## config.mk

```make
export PLATFORM = sky130hd
export DESIGN_NAME = core_wb_arbiter_flat
export DESIGN_NICKNAME = d
export VERILOG_FILES = /design/src/rtl/core_wb_arbiter_if.sv /design/src/rtl/core_wb_arbiter.sv /design/src/flat_wrapper.sv
export SDC_FILE = /design/constraint.sdc
export NUM_CORES = 1
export LEC_CHECK = 0
export ABC_AREA = 1
export BUFFER_PORTS_ARGS = -buffer_cell sky130_fd_sc_hd__buf_2
export CELL_PAD_IN_SITES_DETAIL_PLACEMENT = 0
export CELL_PAD_IN_SITES_GLOBAL_PLACEMENT = 2
export CORE_ASPECT_RATIO = 0.9
export CORE_MARGIN = 3
export CORE_UTILIZATION = 25
export CTS_CLUSTER_SIZE = 40
export DETAILED_ROUTE_END_ITERATION = 7
export PLACE_DENSITY_LB_ADDON = 0.3
export SYNTH_ARGS = -nofsm -noshare
export SYNTH_HDL_FRONTEND = slang
export SYNTH_SLANG_ARGS = --single-unit
```

## constraint.sdc

```tcl
create_clock -name clk_i -period 3.4 [get_ports clk_i]
set_clock_uncertainty 0.15 [all_clocks]
set_input_delay 0.34 -clock clk_i [delete_from_list [all_inputs] [get_ports clk_i]]
set_output_delay 0.34 -clock clk_i [all_outputs]
set_load 0.05 [all_outputs]
```

## src/rtl/core_wb_arbiter_if.sv

```systemverilog
// Bus bundle between core_wb_arbiter, the pipeline writeback stage, the LU and the register file.
interface core_wb_arbiter_if #(
   parameter int XLEN = 32,
   parameter int RA_W = 5
);
   logic            pipe_we_i;
   logic [RA_W-1:0] pipe_rd_addr_i;
   logic [XLEN-1:0] pipe_rd_din_i;
   logic            pipe_stall_o;
   logic            lu_valid_i;
   logic [RA_W-1:0] lu_rd_addr_i;
   logic [XLEN-1:0] lu_data_i;
   logic            lu_ready_o;
   logic            rf_we_o;
   logic [RA_W-1:0] rf_rd_addr_o;
   logic [XLEN-1:0] rf_rd_din_o;
   logic [1:0]      fifo_cnt_o;

   modport slave (
      input  pipe_we_i, pipe_rd_addr_i, pipe_rd_din_i,
      input  lu_valid_i, lu_rd_addr_i, lu_data_i,
      output pipe_stall_o, lu_ready_o,
      output rf_we_o, rf_rd_addr_o, rf_rd_din_o, fifo_cnt_o
   );

   modport master (
      output pipe_we_i, pipe_rd_addr_i, pipe_rd_din_i,
      output lu_valid_i, lu_rd_addr_i, lu_data_i,
      input  pipe_stall_o, lu_ready_o,
      input  rf_we_o, rf_rd_addr_o, rf_rd_din_o, fifo_cnt_o
   );
endinterface

```

## src/rtl/core_wb_arbiter.sv

```systemverilog
// Register-file write-port arbiter: pipeline writeback vs. a 2-entry FIFO of long-latency results.
// Define WB_ARB_STARVE_EN to build the starvation counter that forces LU slots.
module core_wb_arbiter #(
   parameter int XLEN       = 32,
   parameter int RA_W       = 5,
   parameter int STARVE_MAX = 4
) (
   input logic              clk_i,
   input logic              rst_i,
   core_wb_arbiter_if.slave wb
);

   typedef enum logic [2:0] {
      GNT_NONE  = 3'd0,
      GNT_FORCE = 3'd1,
      GNT_PIPE  = 3'd2,
      GNT_FIFO  = 3'd3,
      GNT_BYP   = 3'd4
   } gnt_e;

   localparam logic [3:0] STARVE_LIM = 4'(STARVE_MAX);

   logic [RA_W-1:0] addr0_r, addr1_r;
   logic [XLEN-1:0] data0_r, data1_r;
   logic [1:0]      count_r;

   logic [RA_W-1:0] n_addr0_s, n_addr1_s;
   logic [XLEN-1:0] n_data0_s, n_data1_s;
   logic [1:0]      n_count_s;

   logic            ready_s, push_s, pipe_eff_s, force_s;
   logic            pop_s, kill_s, keep0_s, keep1_s, store_s;
   gnt_e            gnt_s;

   logic            rf_we_s, stall_s;
   logic [RA_W-1:0] rf_addr_s;
   logic [XLEN-1:0] rf_din_s;

   assign ready_s    = !rst_i && (count_r != 2'd2);
   assign push_s     = wb.lu_valid_i && ready_s;
   assign pipe_eff_s = wb.pipe_we_i && (wb.pipe_rd_addr_i != {RA_W{1'b0}});

`ifdef WB_ARB_STARVE_EN
   logic [3:0] starve_r;

   assign force_s = (count_r != 2'd0) && (starve_r == STARVE_LIM);

   // Starvation counter: cleared whenever the FIFO is empty or wins, climbs while the pipeline keeps it waiting.
   always_ff @(posedge clk_i) begin
      if (rst_i) begin
         starve_r <= 4'd0;
      end else if ((count_r == 2'd0) || pop_s) begin
         starve_r <= 4'd0;
      end else if ((gnt_s == GNT_PIPE) && (starve_r != STARVE_LIM)) begin
         starve_r <= starve_r + 4'd1;
      end else begin
         starve_r <= starve_r;
      end
   end
`else
   logic unused_starve_s;

   // Strict pipeline priority: the starvation limit has no effect in this build.
   assign force_s         = 1'b0;
   assign unused_starve_s = ^STARVE_LIM;
`endif

   // Grant selection in priority order.
   always_comb begin
      gnt_s = GNT_NONE;
      if (rst_i) begin
         gnt_s = GNT_NONE;
      end else if (force_s) begin
         gnt_s = GNT_FORCE;
      end else if (pipe_eff_s) begin
         gnt_s = GNT_PIPE;
      end else if (count_r != 2'd0) begin
         gnt_s = GNT_FIFO;
      end else if (push_s && (wb.lu_rd_addr_i != {RA_W{1'b0}})) begin
         gnt_s = GNT_BYP;
      end else begin
         gnt_s = GNT_NONE;
      end
   end

   // Write-port mux driven straight from the grant.
   always_comb begin
      rf_we_s   = 1'b0;
      rf_addr_s = {RA_W{1'b0}};
      rf_din_s  = {XLEN{1'b0}};
      stall_s   = 1'b0;
      case (gnt_s)
         GNT_FORCE: begin
            rf_we_s   = 1'b1;
            rf_addr_s = addr0_r;
            rf_din_s  = data0_r;
            stall_s   = wb.pipe_we_i;
         end
         GNT_PIPE: begin
            rf_we_s   = 1'b1;
            rf_addr_s = wb.pipe_rd_addr_i;
            rf_din_s  = wb.pipe_rd_din_i;
         end
         GNT_FIFO: begin
            rf_we_s   = 1'b1;
            rf_addr_s = addr0_r;
            rf_din_s  = data0_r;
         end
         GNT_BYP: begin
            rf_we_s   = 1'b1;
            rf_addr_s = wb.lu_rd_addr_i;
            rf_din_s  = wb.lu_data_i;
         end
         default: begin
            rf_we_s   = 1'b0;
            rf_addr_s = {RA_W{1'b0}};
            rf_din_s  = {XLEN{1'b0}};
            stall_s   = 1'b0;
         end
      endcase
   end

   // A granted pipeline write is younger than any buffered LU result to the same register.
   assign pop_s   = (gnt_s == GNT_FORCE) || (gnt_s == GNT_FIFO);
   assign kill_s  = (gnt_s == GNT_PIPE);
   assign keep0_s = (count_r != 2'd0) && !pop_s && !(kill_s && (addr0_r == wb.pipe_rd_addr_i));
   assign keep1_s = (count_r == 2'd2) && !(kill_s && (addr1_r == wb.pipe_rd_addr_i));
   assign store_s = push_s && (wb.lu_rd_addr_i != {RA_W{1'b0}}) && (gnt_s != GNT_BYP)
                    && !(kill_s && (wb.lu_rd_addr_i == wb.pipe_rd_addr_i));

   // Next FIFO contents: survivors compacted toward the head, then the new entry appended.
   always_comb begin
      n_addr0_s = addr0_r;
      n_data0_s = data0_r;
      n_addr1_s = addr1_r;
      n_data1_s = data1_r;
      n_count_s = {1'b0, keep0_s};
      if (keep1_s) begin
         if (keep0_s) begin
            n_addr1_s = addr1_r;
            n_data1_s = data1_r;
         end else begin
            n_addr0_s = addr1_r;
            n_data0_s = data1_r;
         end
         n_count_s = n_count_s + 2'd1;
      end else begin
         n_count_s = n_count_s;
      end
      if (store_s) begin
         if (n_count_s == 2'd0) begin
            n_addr0_s = wb.lu_rd_addr_i;
            n_data0_s = wb.lu_data_i;
         end else begin
            n_addr1_s = wb.lu_rd_addr_i;
            n_data1_s = wb.lu_data_i;
         end
         n_count_s = n_count_s + 2'd1;
      end else begin
         n_count_s = n_count_s;
      end
   end

   // FIFO storage and occupancy.
   always_ff @(posedge clk_i) begin
      if (rst_i) begin
         count_r <= 2'd0;
         addr0_r <= {RA_W{1'b0}};
         addr1_r <= {RA_W{1'b0}};
         data0_r <= {XLEN{1'b0}};
         data1_r <= {XLEN{1'b0}};
      end else begin
         count_r <= n_count_s;
         addr0_r <= n_addr0_s;
         addr1_r <= n_addr1_s;
         data0_r <= n_data0_s;
         data1_r <= n_data1_s;
      end
   end

   assign wb.rf_we_o      = rf_we_s;
   assign wb.rf_rd_addr_o = rf_addr_s;
   assign wb.rf_rd_din_o  = rf_din_s;
   assign wb.pipe_stall_o = stall_s;
   assign wb.lu_ready_o   = ready_s;
   assign wb.fifo_cnt_o   = rst_i ? 2'd0 : count_r;

endmodule

```

## src/flat_wrapper.sv

```systemverilog
// flat-port wrapper written by rule: the top's interface ports become plain ports
module core_wb_arbiter_flat 
#(
   parameter int XLEN       = 32,
   parameter int RA_W       = 5,
   parameter int STARVE_MAX = 4
)
  (clk_i, rst_i, wb_pipe_we_i, wb_pipe_rd_addr_i, wb_pipe_rd_din_i, wb_lu_valid_i, wb_lu_rd_addr_i, wb_lu_data_i, wb_pipe_stall_o, wb_lu_ready_o, wb_rf_we_o, wb_rf_rd_addr_o, wb_rf_rd_din_o, wb_fifo_cnt_o);
  core_wb_arbiter_if #(.XLEN(XLEN), .RA_W(RA_W)) wb_i ();
  input logic clk_i;
  input logic rst_i;
  input wire logic [$bits(wb_i.pipe_we_i)-1:0] wb_pipe_we_i;
  input wire logic [$bits(wb_i.pipe_rd_addr_i)-1:0] wb_pipe_rd_addr_i;
  input wire logic [$bits(wb_i.pipe_rd_din_i)-1:0] wb_pipe_rd_din_i;
  input wire logic [$bits(wb_i.lu_valid_i)-1:0] wb_lu_valid_i;
  input wire logic [$bits(wb_i.lu_rd_addr_i)-1:0] wb_lu_rd_addr_i;
  input wire logic [$bits(wb_i.lu_data_i)-1:0] wb_lu_data_i;
  output wire logic [$bits(wb_i.pipe_stall_o)-1:0] wb_pipe_stall_o;
  output wire logic [$bits(wb_i.lu_ready_o)-1:0] wb_lu_ready_o;
  output wire logic [$bits(wb_i.rf_we_o)-1:0] wb_rf_we_o;
  output wire logic [$bits(wb_i.rf_rd_addr_o)-1:0] wb_rf_rd_addr_o;
  output wire logic [$bits(wb_i.rf_rd_din_o)-1:0] wb_rf_rd_din_o;
  output wire logic [$bits(wb_i.fifo_cnt_o)-1:0] wb_fifo_cnt_o;
  assign wb_i.pipe_we_i = wb_pipe_we_i;
  assign wb_i.pipe_rd_addr_i = wb_pipe_rd_addr_i;
  assign wb_i.pipe_rd_din_i = wb_pipe_rd_din_i;
  assign wb_i.lu_valid_i = wb_lu_valid_i;
  assign wb_i.lu_rd_addr_i = wb_lu_rd_addr_i;
  assign wb_i.lu_data_i = wb_lu_data_i;
  assign wb_pipe_stall_o = wb_i.pipe_stall_o;
  assign wb_lu_ready_o = wb_i.lu_ready_o;
  assign wb_rf_we_o = wb_i.rf_we_o;
  assign wb_rf_rd_addr_o = wb_i.rf_rd_addr_o;
  assign wb_rf_rd_din_o = wb_i.rf_rd_din_o;
  assign wb_fifo_cnt_o = wb_i.fifo_cnt_o;
  core_wb_arbiter #(.XLEN(XLEN), .RA_W(RA_W), .STARVE_MAX(STARVE_MAX)) u_core (.clk_i(clk_i), .rst_i(rst_i), .wb(wb_i));
endmodule
```

==> results of run 1 <==
-- routing by layer --
layer,track usage,wire length (µm)
met5,0,0
met1,0.199,7060
met4,0.0359,118
met3,0.0392,823
met2,0.259,6910
-- power groups by stage --
stage | sequential [mW] | clock, mW | combinational (mW)
floorplan | 0.990 | 0 | 0.418
global placement | 1.00 | 0 | 0.570
detailed placement | 1.00 | 0 | 0.580
CTS | 0.981 | 0.958 | 0.581
global route | 0.988 | 0.993 | 0.643
finish | 0.981 | 0.923 | 0.571
-- cell families (layout without fill, tap and decap cells) --
logic type,after synthesis,count (layout)
buffers and inverters,146,242
flip-flops,76,76
adder cells (fa/ha/maj),3,3
XOR/XNOR,5,5
AO/OA/AOI/OAI,80,80
other,1,1
AND/OR/NAND/NOR,426,426
-- sequential cells by signal, summed over array words and instances (netlist names) --
register / count
u_core.data1_r: 32
u_core.count_r: 2
u_core.data0_r: 32
u_core.addr1_r: 5
u_core.addr0_r: 5
-- worst min-delay path: cells and delay by family --
kind	cells	cell delay [ns]
AND/OR/NAND/NOR	2	0.13
buffers and inverters	1	0.10
-- Yosys cell counts (all sizes together) --
| master | number |
|---|---|
| o221ai | 5 |
| nor2 | 165 |
| nand2 | 143 |
| buf | 36 |
| ha | 3 |
| nand3 | 114 |
| dfxtp | 76 |
| xnor2 | 5 |
| inv | 97 |
| nand4 | 3 |
| a21oi | 4 |
| o211ai | 32 |
| nand3b | 1 |
| o21ai | 39 |
| conb | 1 |
| clkbuf | 13 |
-- worst max path at each step --
stage                    endpoint  slack, ns  cells past startpoint
6_report       u_core.data1_r[22]       0.43                     13
4_1_cts        u_core.data1_r[22]       0.38                     13
3_3_place_gp   u_core.data1_r[10]       0.27                     13
5_1_grt        u_core.data1_r[22]       0.07                     13
3_5_place_dp   u_core.data1_r[22]       0.16                     13
2_1_floorplan  wb_rf_rd_din_o[10]       0.14                      7
-- stage by stage --
stage | area (µm²) | utilization | instances | hold slack (ns)
6_report | 5560 | 0.313 | 1073 | 0.117
5_1_grt | 5560 | 0.313 | 1073 | 0.118
4_1_cts | 5560 | 0.313 | 1073 | 0.105
3_5_place_dp | 5290 | 0.297 | 1059 | 0.335
3_3_place_gp | 5290 | 0.297 | 1059 | 0.327
2_1_floorplan | 4580 | - | 737 | 0.312
-- area by class of cell --
| cell class | count | share of cell area |
|---|---|---|
| flip-flops and latches | 76 | 0.274 |
| clock buffers | 11 | 0.0419 |
| inverters | 97 | 0.0659 |
| repair buffers | 131 | 0.124 |
| well taps | 240 | 0.0540 |
| clock inverters | 3 | 0.00720 |
| multi-input cells | 515 | 0.434 |
==> impl.org, run 1 <==
** Clock network
- CTS tree :: yes
- Post-cts repair resize count :: 0
- Cts bufs inserted :: 9
- After clock tree synthesis, the flow added hold-fix buffers numbering 0.
- The tree built by TritonCTS fans out to 76 sinks.
- Clock transition at path regs :: 0.06 ns
- The tree is rooted in a clkbuf_16.
- The H-tree generated during clock tree synthesis spans 3 levels.
- Clock latency of the later-clocked register in the worst-skew pair :: 0.34 ns
- CTS Buffer Depth :: 2
- Post-CTS timing repair inserted 0 buffers for setup.

** Setup path
- On the critical path the largest part of the delay comes from simple AND/OR/NAND/NOR gates.
- Crit-path cells :: inv_1 > nand2_1 > nand2_1 > nor2_1 > nand3_1 > a21oi_4 > nor2_1 > inv_1 > ha_1 > nor2_4 > inv_4 > nor2_1 > nor2_1
- For the worst setup path, the data arrival time is 3.05 ns.
- Most used cell along the critical path :: nor2_1
- Buf+Inv Stages, Crit Path :: 3
- The worst register-to-register path begins at u_core.addr0_r[4].
- Crit Path Max Fanout :: 38
- Critical Path RT :: 3.48 ns
- Standard cell with the maximum stage delay on the critical path :: nor2_4
- Setup slack on the worst reg-to-reg path comes out at 0.43 ns.
- In this run the worst setup path begins at u_core.addr0_r[4].
- End of the worst register-to-register path :: u_core.data1_r[22]
- Type of the worst setup path :: flop to flop
- Peak per-stage delay on the critical path :: 0.81 ns
- The worst register-to-register path has a depth of 13.
- STA classifies the critical path endpoint as a flop.
- STA classifies the critical path startpoint as a flop.

** Power and ir drop
- Of the total power, registers draw 0.396.
- Net Sw Power :: 0.799 mW
- Dividing total power by cell area gives a power density of 445 mW/mm².
- VDD sags by at most 238 µV.
- Power comes to 2.48 mW.
- In this run the static leakage power is 2.93 nW.
- Of the total power, combinational logic draws 0.231.
- The internal portion of the total power is 1.68 mW.
- Sw Share :: 0.323
- Of the total power, the clock network draws 0.373.

** Die
- The floorplan has 46 rows.
- The die covers 0.0200 mm².
- The die is 149 µm wide.
- The initial utilization of the core area, before any placement, comes to 0.257.
- Area inside the core boundary :: 0.0178 mm²
- Measured along the y axis, the die boundary spans 134 µm.
- 120 I/O pins were placed.

** Status
- The flow ran to the end, and the final reports show no timing, DRC or antenna violations.

** STA
- The count of final hold-check violations came to 0.
- Headroom to the max-slew limit came out at 0.318.
- Final period demand of the worst path :: 2.97 ns
- Across all setup checks in the final design, the least slack found is 0.431 ns.
- Max-slew violation count :: 0
- For this run, the top clock speed supported by timing is 337 MHz.
- Ratio of final minimum period to clock period :: 0.873
- Setup violations remaining at the end of the flow were counted as 0.
- Setup TNS Final :: 0 ns
- Setup repair after global routing left no endpoint under its margin.
- For the pin with the worst max-slew slack, the measured transition is 1.02 ns.

** GRT
- The number of antenna violations at the first check in global routing is 0.
- Vias in the first global route :: 4,842
- For this run, the total global-route usage over all layers was measured as 0.154.
- Summed over all layers, the global routing overflow is 0.
- First-pass GRT wire length :: 24,800 µm
- Entering global routing, the biggest net connects 40 pins.

** Routing
- The routed layout has 4,819 vias.
- Number of nets still failing antenna checks after routing :: 0
- In the final routed layout, each cell accounts on average for 13.9 µm.
- The first TritonRoute pass finished after 4 iterations.
- Remaining routing DRC violations :: 0
- After detailed routing, the total wire length is 14,900 µm.
- DR iter-0 viols :: 188
- Using the TritonRoute via totals, the vias-per-cell ratio works out to 4.49.

** Layout
- Sequential standard cell area :: 0.00152 mm²
- Relative to the synthesized area, the layout overhead comes to 21.5%.
- Fill cells in the final layout number 2,002.
- Layout cells sized above 1 :: 0.193
- The multi-input combinational cells in the finished layout cover a total of 0.00241 mm².
- The repair_antennas step left the layout with diodes totalling 0.
- Most frequent cells in the layout :: 162 x nor2_1, 139 x nand2_1, 118 x buf_2
- Commonest non-fill, non-tap cell in the layout :: nor2_1
- At the end of the flow, the number of nets in the layout was 911.

** Synth
- Synthesis inferred 76 register bits.
- Number of distinct standard cells referenced by the synthesized netlist :: 29
- Multiplexer fraction of the synthesized cell area :: 0
- Simple-gate share of the synthesized area :: 0.394
- Number of warnings reported in the yosys synthesis log :: 0
- Dominant combinational cell family by area after synthesis :: simple AND/OR/NAND/NOR gates
- Area share of the leading cell type in the synthesized netlist :: 0.332
- The average instance in the mapped netlist occupies 6.21 µm².
- The cell area that synthesis handed to floorplanning was 0.00458 mm².
- Of the total synthesized cell area, the portion taken by XOR and XNOR cells is 0.00957.
- Net count after synthesis :: 818
- Area fraction in compound gates after synthesis :: 0.112
- Library cell with the largest summed area after synthesis :: dfxtp_1
- Adder-cell area share of the yosys netlist :: 0.00820
- Gate count of the mapped netlist :: 737
- Sorting the synthesized cells by area gives the leading types as dfxtp_1 33%, nor2_1 13%, nand3_1 12%.
- Of the synthesized area, sequential elements account for 0.332.

** Placement
- Buffers added on ports :: 118
- Summed over all nets, the half-perimeter wirelength after detailed placement is 10,100 µm.
- Global placer's final weighted congestion :: 0.805
- Prior to clock tree synthesis, the placed netlist has a worst setup slack of 0.158 ns.

** Hold path
- Counting instances, the worst hold path has a depth of 3.
- Hold path start :: wb_lu_data_i[10]
- The min-delay analysis places its worst path in the category input pin to flop.
- The worst hold path terminates at u_core.data1_r[10].

** Job
- Max-cap violations in this run came to 0.
Note: power is estimated with default switching activity, not from simulation.
==> run 2, diff against run 1 <==
--- a/config.mk
+++ b/config.mk
@@ -5,7 +5,6 @@
 export SDC_FILE = /design/constraint.sdc
 export NUM_CORES = 1
 export LEC_CHECK = 0
-export ABC_AREA = 1
 export BUFFER_PORTS_ARGS = -buffer_cell sky130_fd_sc_hd__buf_2
 export CELL_PAD_IN_SITES_DETAIL_PLACEMENT = 0
 export CELL_PAD_IN_SITES_GLOBAL_PLACEMENT = 2
==> run 2 against run 1 <==
Synthesized area grew 3.8%. Non-clock buffer count grew 9. Global-route usage grew 2.2 points. Synthesized cell count shrank 20%. Routed wire length grew 22%. Register-to-register slack gained 0.23 ns. Die area grew 3.6%. Largest cell class unchanged.
==> impl.org, run 2 <==
** Die
- Number of top-level pins :: 120 (unchanged)
- Overall die area :: 0.0207 mm² (was 0.0200 mm²)
- The number of placement rows came to 47 (was 46).
- Initial Util :: 0.256 (was 0.257)
- Chip width :: 151 µm (was 149 µm)
- Area inside the core boundary :: 0.0185 mm² (was 0.0178 mm²)
- The die boundary height came to 137 µm (was 134 µm).

** Layout
- The fraction of layout cells with a size suffix above 1 is 0.300 (was 0.193).
- Fin cells :: 915 (was 1,073)
- Sequential standard cell area :: 0.00152 mm² (unchanged)
- Antenna cells :: 0 (unchanged)
- Net count reported at finish :: 747 (was 911)
- Area of the multi-input gates :: 0.00288 mm² (was 0.00241 mm²)
- Commonest non-fill, non-tap cell in the layout :: buf_2 (was nor2_1)
- Most frequent cells in the layout: 118 x buf_2, 77 x nand2_1, 76 x dfxtp_1 (was 162 x nor2_1, 139 x nand2_1, 118 x buf_2).
- Largest registers ranked by flip-flop count: u_core.data0_r: 32 flops, u_core.data1_r: 32 flops (unchanged).
- The layout-stage area growth over the synthesis result was 22.4% (was 21.5%).
- Filler Cell Count :: 1,990 (was 2,002)

** Synth
- Gate count of the mapped netlist :: 590 (was 737)
- Top cells by instance count after synthesis :: 77 x nand2_1, 76 x dfxtp_1, 74 x o211ai_1 (was 163 x nor2_1, 139 x nand2_1, 112 x nand3_1)
- Most common cell in the synthesized netlist :: nand2_1 (was nor2_1)
- Sequential share of the synthesized area :: 0.320 (was 0.332)
- The summed instance area of the synthesized netlist was 0.00475 mm² (was 0.00458 mm²).
- The average cell area after synthesis came to 8.05 µm² (was 6.21 µm²).
- Net count after synthesis :: 671 (was 818)
- The prevailing post-synth register cell is dfxtp_1 (unchanged).
- The total number of yosys warnings is 0 (unchanged).
- Share of synthesized registers carrying an async set or reset :: 0 (unchanged)
- The proportion of netlist area held by the largest area contributor came to 0.320 (was 0.332).
- The register bit count reported by yosys was 76 (unchanged).
- Number of synthesized flops with an enable pin :: 0 (unchanged)
- The count of unique library cells instantiated by Yosys came to 47 (was 29).
- The top cell type by total area after synthesis is dfxtp_1 (unchanged).
- Leading cell types by total area after synthesis: dfxtp_1 32%, o211ai_1 12%, nand3_2 6.3% (was dfxtp_1 33%, nor2_1 13%, nand3_1 12%).

** Power and ir drop
- Net Sw Power :: 0.800 mW (was 0.799 mW)
- The logic gate share of total power is 0.215 (was 0.231).
- The reported leakage power was 2.12 nW (was 2.93 nW).
- The power density over cell area came to 423 mW/mm² (was 445 mW/mm²).
- Seq pwr share :: 0.387 (was 0.396)
- The worst ir drop on vdd came to 196 µV (was 238 µV).
- The fraction of power consumed by the clock network came to 0.398 (was 0.373).
- The switching portion of total power is 0.326 (was 0.323).
- Internal portion of total power :: 1.66 mW (was 1.68 mW)
- The overall power of the completed layout came to 2.46 mW (was 2.48 mW).

** Clock network
- Clock latency of the later-clocked register in the worst-skew pair :: 0.34 ns (about the same)
- The number of buffers on the longest clock path was 2 (unchanged).
- Buffer type at the clock tree root :: clkbuf_16 (unchanged)
- Clock transition at path regs :: 0.07 ns (was 0.06 ns)
- The number of H-tree levels came to 3 (unchanged).
- The number of buffers inserted for hold repair after clock tree synthesis is 0 (unchanged).
- Post-cts repair resize count :: 0 (unchanged)
- The CTS tree was yes (unchanged).
- The number of buffers created by CTS is 9 (unchanged).
- Post-CTS Repair Setup Buffers :: 0 (unchanged)
- The clock net sink count is 76 (unchanged).

** Routing
- The number of DRC markers in iteration 0 came to 338 (was 188).
- Number of vias per cell after detailed routing :: 5.50 (was 4.49)
- The residual antenna-violating net count after detailed routing came to 0 (unchanged).
- Remaining routing DRC violations :: 0 (unchanged)
- The detailed-router iteration count before antenna repair is 6 (was 4).
- Wirelength, routed :: 18,200 µm (was 14,900 µm)
- Via Count :: 5,036 (was 4,819)
- Routed wire length per instance :: 19.9 µm (was 13.9 µm)

** Setup path
- Peak per-stage delay on the critical path :: 0.37 ns (was 0.81 ns)
- The slowest cell on the critical path was nor4_1 (was nor2_4).
- The arrival time at the worst endpoint is 2.36 ns (was 3.05 ns).
- Critical Path RT :: 2.91 ns (was 3.48 ns)
- The largest fanout on the critical path was 20 (was 38).
- The launching element type of the critical path is a flop (unchanged).
- The element type at the critical path end was an output pin (was flop).
- The critical path start-end classification is flop to output pin (was flop to flop).
- Crit-path cells :: nor4_1 > a21o_1 > and4_2 > buf_4 > a22oi_1 > nand2_1 > buf_2 (was inv_1 > nand2_1 > nand2_1 > nor2_1 > nand3_1 > a21oi_4 > nor2_1 > inv_1 > ha_1 > nor2_4 > inv_4 > nor2_1 > nor2_1)

** Status
- Status: completed (unchanged).

** Placement
- The post-DP HPWL came to 11,600 µm (was 10,100 µm).
- The total of buffers placed on input and output ports came to 118 (unchanged).
- Placed cell count :: 900 (was 1,059)
- Global placer's final weighted congestion :: 0.837 (was 0.805)
- DP Worst Slack :: 0.291 ns (was 0.158 ns)

** STA
- Unrepaired setup endpoints after global routing :: no (unchanged)
- The max-slew violation total from the final report came to 0 (unchanged).
- The count of final hold-check violations came to 0 (unchanged).
- Achievable Freq :: 351 MHz (was 337 MHz)
- Setup TNS Final :: 0 ns (unchanged)
- Ratio of final minimum period to clock period :: 0.838 (was 0.873)
- The pin slew with the least headroom to its limit was 1.16 ns (was 1.02 ns).
- Final period demand of the worst path :: 2.85 ns (was 2.97 ns)
- The setup slack after layout came to 0.550 ns (was 0.431 ns).
- Worst-case headroom to the max-slew limit :: 0.224 (was 0.318)
- Setup Viol. Count Final :: 0 (unchanged)

** GRT
- The wire length of the first global-routing pass was 28,500 µm (was 24,800 µm).
- Overflow after GRT :: 0 (unchanged)
- Largest net degree at the start of global routing :: 40 (unchanged)
- Number of antenna violations at the first check in global routing :: 0 (unchanged)
- The overall global routing resource usage is 0.176 (was 0.154).
- The via count of the first global-routing pass is 5,007 (was 4,842).

** Job
- The number of max-cap violations was 0 (unchanged).

** Hold path
- Type of the tightest min-delay check :: input pin to flop (unchanged)
-- run 2: cell count changes after synthesis, sizes merged, moves of 37 or more --
cell    previous run  this run
a22oi              0        37
nand3            114        77
o31ai              0        37
nand2            143        77
inv               97         5
o211ai            32        74
a21oi              4        41
nor2             165         4
-- run 2: per-layer routing --
layer / up-vias / wire [µm] / GRT usage
met5: - / 0 / 0
met4: 0 / 189 / 0.0564
li1: 2383 / - / -
met3: 12 / 956 / 0.0238
met1: 2475 / 8870 / 0.254
met2: 166 / 8200 / 0.270
-- run 2: path summary, 6_finish.rpt --
kind | cells after the start | start | endpoint | slack, ns
min | 3 | wb_lu_data_i[1] | u_core.data1_r[1] | 0.13
min reg2reg | 2 | u_core.data1_r[26] | u_core.data1_r[26] | 0.32
max reg2reg | 10 | u_core.addr1_r[0] | u_core.addr0_r[3] | 0.66
max | 7 | u_core.count_r[1] | wb_rf_rd_addr_o[0] | 0.55
-- run 2: power by group through the flow --
stage | Combinational [mW] | Clock, mW | Sequential, mW
floorplan | 0.350 | 0 | 0.961
global placement | 0.522 | 0 | 0.971
detailed placement | 0.526 | 0 | 0.970
CTS | 0.528 | 1.00 | 0.951
global route | 0.569 | 1.04 | 0.955
finish | 0.529 | 0.977 | 0.951
-- run 2: layout make-up --
class                           count  share of cell area
Timing Repair Buffer              140               0.136
Inverter                            5             0.00323
Multi-Input combinational cell    434               0.495
Tap cell                          245              0.0527
Sequential cell                    76               0.262
Clock inverter                      4             0.00861
Clock buffer                       11              0.0418
-- run 2: critical path, delay by kind of cell (launching register included) --
family	cells	cell delay, ns
AO/OA/AOI/OAI	2	0.43
AND/OR/NAND/NOR	3	0.73
buffers and inverters	2	0.51
flip-flops	1	0.34
-- run 2: per-stage QoR --
step           instance area, µm²   util  hold slack (ns)
2_1_floorplan                4750      -            0.299
3_3_place_gp                 5520  0.298            0.306
3_5_place_dp                 5520  0.298            0.312
4_1_cts                      5810  0.314            0.120
5_1_grt                      5810  0.314            0.126
6_report                     5810  0.314            0.131
-- run 2: kinds of logic after synthesis --
family / Yosys count / synth area share
compound gates: 199 / 0.292
fa+ha+maj: 3 / 0.00790
buf+inv: 80 / 0.0877
simple gates: 216 / 0.263
flops: 76 / 0.320
xor+xnor: 15 / 0.0277
other cells: 1 / 0.000789
==> run 3, diff against run 2 <==
--- a/config.mk
+++ b/config.mk
@@ -5,6 +5,7 @@
 export SDC_FILE = /design/constraint.sdc
 export NUM_CORES = 1
 export LEC_CHECK = 0
+export ABC_AREA = 1
 export BUFFER_PORTS_ARGS = -buffer_cell sky130_fd_sc_hd__buf_2
 export CELL_PAD_IN_SITES_DETAIL_PLACEMENT = 0
 export CELL_PAD_IN_SITES_GLOBAL_PLACEMENT = 2
==> constraint.sdc (replaced) <==
create_clock -name clk_i -period 2.3 [get_ports clk_i]
set_clock_uncertainty 0.15 [all_clocks]
set_input_delay 0.23 -clock clk_i [delete_from_list [all_inputs] [get_ports clk_i]]
set_output_delay 0.23 -clock clk_i [all_outputs]
set_load 0.05 [all_outputs]
==> run 3 against run 2 <==
Critical endpoint is now wb_rf_rd_din_o[14]. Global-route usage is 1.5 points lower. Largest cell class unchanged. Via count fell by 0.69%. Sequential cell count unchanged. Total power increased by 59%. Highest routed layer unchanged. Core utilization up 3.3 points. Non-clock buffer count grew 16. Combinational power rose by 93%.
==> impl.org, run 3 (synthesized netlist as in run 1, its figures left out) <==
** Setup path
- The minimum setup slack among reg-to-reg paths came to 0.13 ns (was 0.66 ns).
- Worst reg2reg path startpoint :: u_core.addr0_r[0] (was u_core.addr1_r[0])
- Type of the worst setup path :: flop to output pin (unchanged)
- The critical path required time came to 1.92 ns (was 2.91 ns).
- The launching element type of the critical path is a flop (unchanged).
- The critical register-to-register path endpoint is u_core.data0_r[24] (was u_core.addr0_r[3]).
- The number of cells on the worst reg-to-reg path was 16 (was 10).
- The arrival time at the worst endpoint is 1.89 ns (was 2.36 ns).
- The largest fanout on the critical path came to 15 (was 20).
- Nature of the critical path endpoint :: output pin (unchanged)

** Routing
- The wire length per cell is 15.3 µm (was 19.9 µm).
- Number of vias per cell after detailed routing :: 4.55 (was 5.50)
- The detailed-router iteration count before antenna repair was 4 (was 6).
- The total number of vias came to 5,001 (was 5,036).
- Remaining routing DRC violations :: 0 (unchanged)
- Wirelength, routed :: 16,900 µm (was 18,200 µm)
- DR iter-0 viols :: 318 (was 338)
- Number of nets still failing antenna checks after routing :: 0 (unchanged)

** Layout
- The final antenna diode count came to 0 (unchanged).
- Most frequent cells in the layout: 156 x nor2_1, 139 x nand2_1, 110 x nand3_1 (was 118 x buf_2, 77 x nand2_1, 76 x dfxtp_1).
- The layout-stage area growth over the synthesis result is 34.7% (was 22.4%).
- Layout cells sized above 1 :: 0.238 (was 0.300)
- The most common library cell in the layout ignoring fill and taps is nor2_1 (was buf_2).
- Area of the multi-input gates :: 0.00247 mm² (was 0.00288 mm²)
- Fin cells :: 1,100 (was 915)
- Sequential standard cell area :: 0.00153 mm² (was 0.00152 mm²)
- The final instance area was 0.00617 mm² (was 0.00581 mm²).
- Net count reported at finish :: 936 (was 747)
- Core occupancy in the finished layout :: 0.347 (was 0.314)
- Filler Cell Count :: 1,945 (was 1,990)
- Largest registers ranked by flip-flop count: u_core.data0_r: 32 flops, u_core.data1_r: 32 flops (unchanged).

** STA
- Final period demand of the worst path :: 2.27 ns
- Setup TNS Final :: 0 ns (unchanged)
- Final Hold Violating Endpoints :: 0 (unchanged)
- In the finished design, the share of the clock period the worst path needs comes to 0.987.
- Setup Viol. Count Final :: 0 (unchanged)
- The max-slew violation total from the final report is 0 (unchanged).
- The tightest hold margin came to 0.00860 ns (was 0.131 ns).
- Achievable Freq :: 440 MHz
- The setup slack after layout came to 0.0294 ns (was 0.550 ns).
- Unrepaired setup endpoints after global routing: yes (was no).

** Power and ir drop
- Leakage power of the design :: 3.18 nW (was 2.12 nW)
- Share of power burned in combinational logic :: 0.260 (was 0.215)
- The worst ir drop on vdd was 337 µV (was 196 µV).
- Clock group share of total power :: 0.369 (was 0.398)
- The internal cell power came to 2.64 mW (was 1.66 mW).
- The power density over cell area is 634 mW/mm² (was 423 mW/mm²).
- The sequential share of power was 0.371 (was 0.387).
- Total Power Consumption :: 3.91 mW (was 2.46 mW)
- The total net switching power was 1.27 mW (was 0.800 mW).
- Sw Share :: 0.325 (was 0.326)

** Clock network
- Clock transition at path regs :: 0.06 ns (was 0.07 ns)
- The number of buffers created by CTS is 9 (unchanged).
- Clock latency of the later-clocked register in the worst-skew pair :: 0.34 ns (about the same)
- The number of H-tree levels is 3 (unchanged).
- Buffer type at the clock tree root :: clkbuf_16 (unchanged)
- The number of buffers on the longest clock path is 2 (unchanged).
- The clock net sink count is 76 (unchanged).
- CTS tree :: yes (unchanged)

** Placement
- Buffers added on ports :: 118 (unchanged)
- The final weighted congestion in routability-driven placement is 0.820 (was 0.837).
- The pre-CTS worst setup slack is 0.00562 ns (was 0.291 ns).
- The post-DP HPWL is 10,800 µm (was 11,600 µm).
- Instance area after placement :: 0.00552 mm² (about the same)
- Placed cell count :: 1,074 (was 900)

** Hold path
- The launch point of the worst hold path is wb_lu_data_i[27] (was wb_lu_data_i[1]).
- The hold-critical path depth came to 3 (unchanged).
- Type of the tightest min-delay check :: input pin to flop (unchanged)
- Hold path endpoint :: u_core.data1_r[27] (was u_core.data1_r[1])

** Job
- The number of max-cap violations was 0 (unchanged).

** GRT
- The largest net degree at the start of global routing is 40 (unchanged).
- Vias in the first global route :: 4,813 (was 5,007)
- Overflow after GRT :: 0 (unchanged)
- The overall global routing resource usage was 0.161 (was 0.176).
- The number of antenna violations at the first check in global routing was 0 (unchanged).
- First-pass GRT wire length :: 25,500 µm (was 28,500 µm)

** Die
- Chip width :: 149 µm (was 151 µm)
- The die boundary height is 134 µm (was 137 µm).
- The initial core utilization is 0.257 (was 0.256).
- The area enclosed by the die boundary was 0.0200 mm² (was 0.0207 mm²).
- Area inside the core boundary :: 0.0178 mm² (was 0.0185 mm²)
- The I/O pin count was 120 (unchanged).
- The number of placement rows was 46 (was 47).

** Status
- Status: completed (unchanged).
-- run 3: cell count changes in the layout (fill, tap and decap cells not counted), sizes merged, moves of 36 or more --
cell	delta
nor2	+161
inv	+92
nand2	+66
o211ai	-42
a21oi	-37
a22oi	-37
nand3	+37
o31ai	-37
o21ai	+36
-- run 3: layout make-up --
type / count / share of cell area
clock inverter: 4 / 0.00791
timing repair buffer: 156 / 0.195
clock buffer: 12 / 0.0400
multi-input combinational: 515 / 0.401
inverter: 97 / 0.0594
tap: 240 / 0.0487
sequential: 76 / 0.248
-- run 3: repair_timing --
action / in CTS / in global routing
setup endpoints to repair: 24 / 74
gates resized for setup: 15 / 71
setup buffers: 0 / 1
pin swaps: 1 / 7
hold buffers: 3 / 0
endpoints found under the hold margin: 3 / 0
cloned: 0 / 6
-- run 3: per-layer routing --
layer | track usage | share of wire
met1 | 0.221 | 0.49
met2 | 0.260 | 0.45
met3 | 0.0399 | 0.053
met4 | 0.0287 | 0.0073
met5 | 0 | 0
-- run 3: power by group through the flow --
stage               sequential [mW]  combinational, mW  clock, mW
global route                   1.46               1.11       1.53
global placement               1.47              0.904          0
floorplan                      1.46              0.627          0
detailed placement             1.48              0.914          0
CTS                            1.45              0.934       1.48
finish                         1.45               1.02       1.44
-- run 3: worst max-delay path by stage --
stage | startpoint | endpoint | cells past startpoint
global placement | wb_pipe_rd_addr_i[2] | wb_rf_rd_addr_o[2] | 9
global route | u_core.count_r[1] | wb_rf_rd_din_o[21] | 8
detailed placement | wb_pipe_rd_addr_i[2] | wb_rf_rd_addr_o[2] | 9
CTS | u_core.count_r[1] | wb_rf_rd_din_o[19] | 8
floorplan | u_core.count_r[1] | wb_rf_rd_din_o[10] | 8
finish | u_core.count_r[1] | wb_rf_rd_din_o[14] | 8
-- run 3: worst max-delay path, cell delays in order, from the launching register on --
cell      delay (ns)
dfxtp_2         0.33
inv_2           0.06
nor2_2          0.05
nor2_4          0.10
nand3_2         0.10
nand3b_1        0.23
buf_6           0.20
o211ai_1        0.24
buf_4           0.25
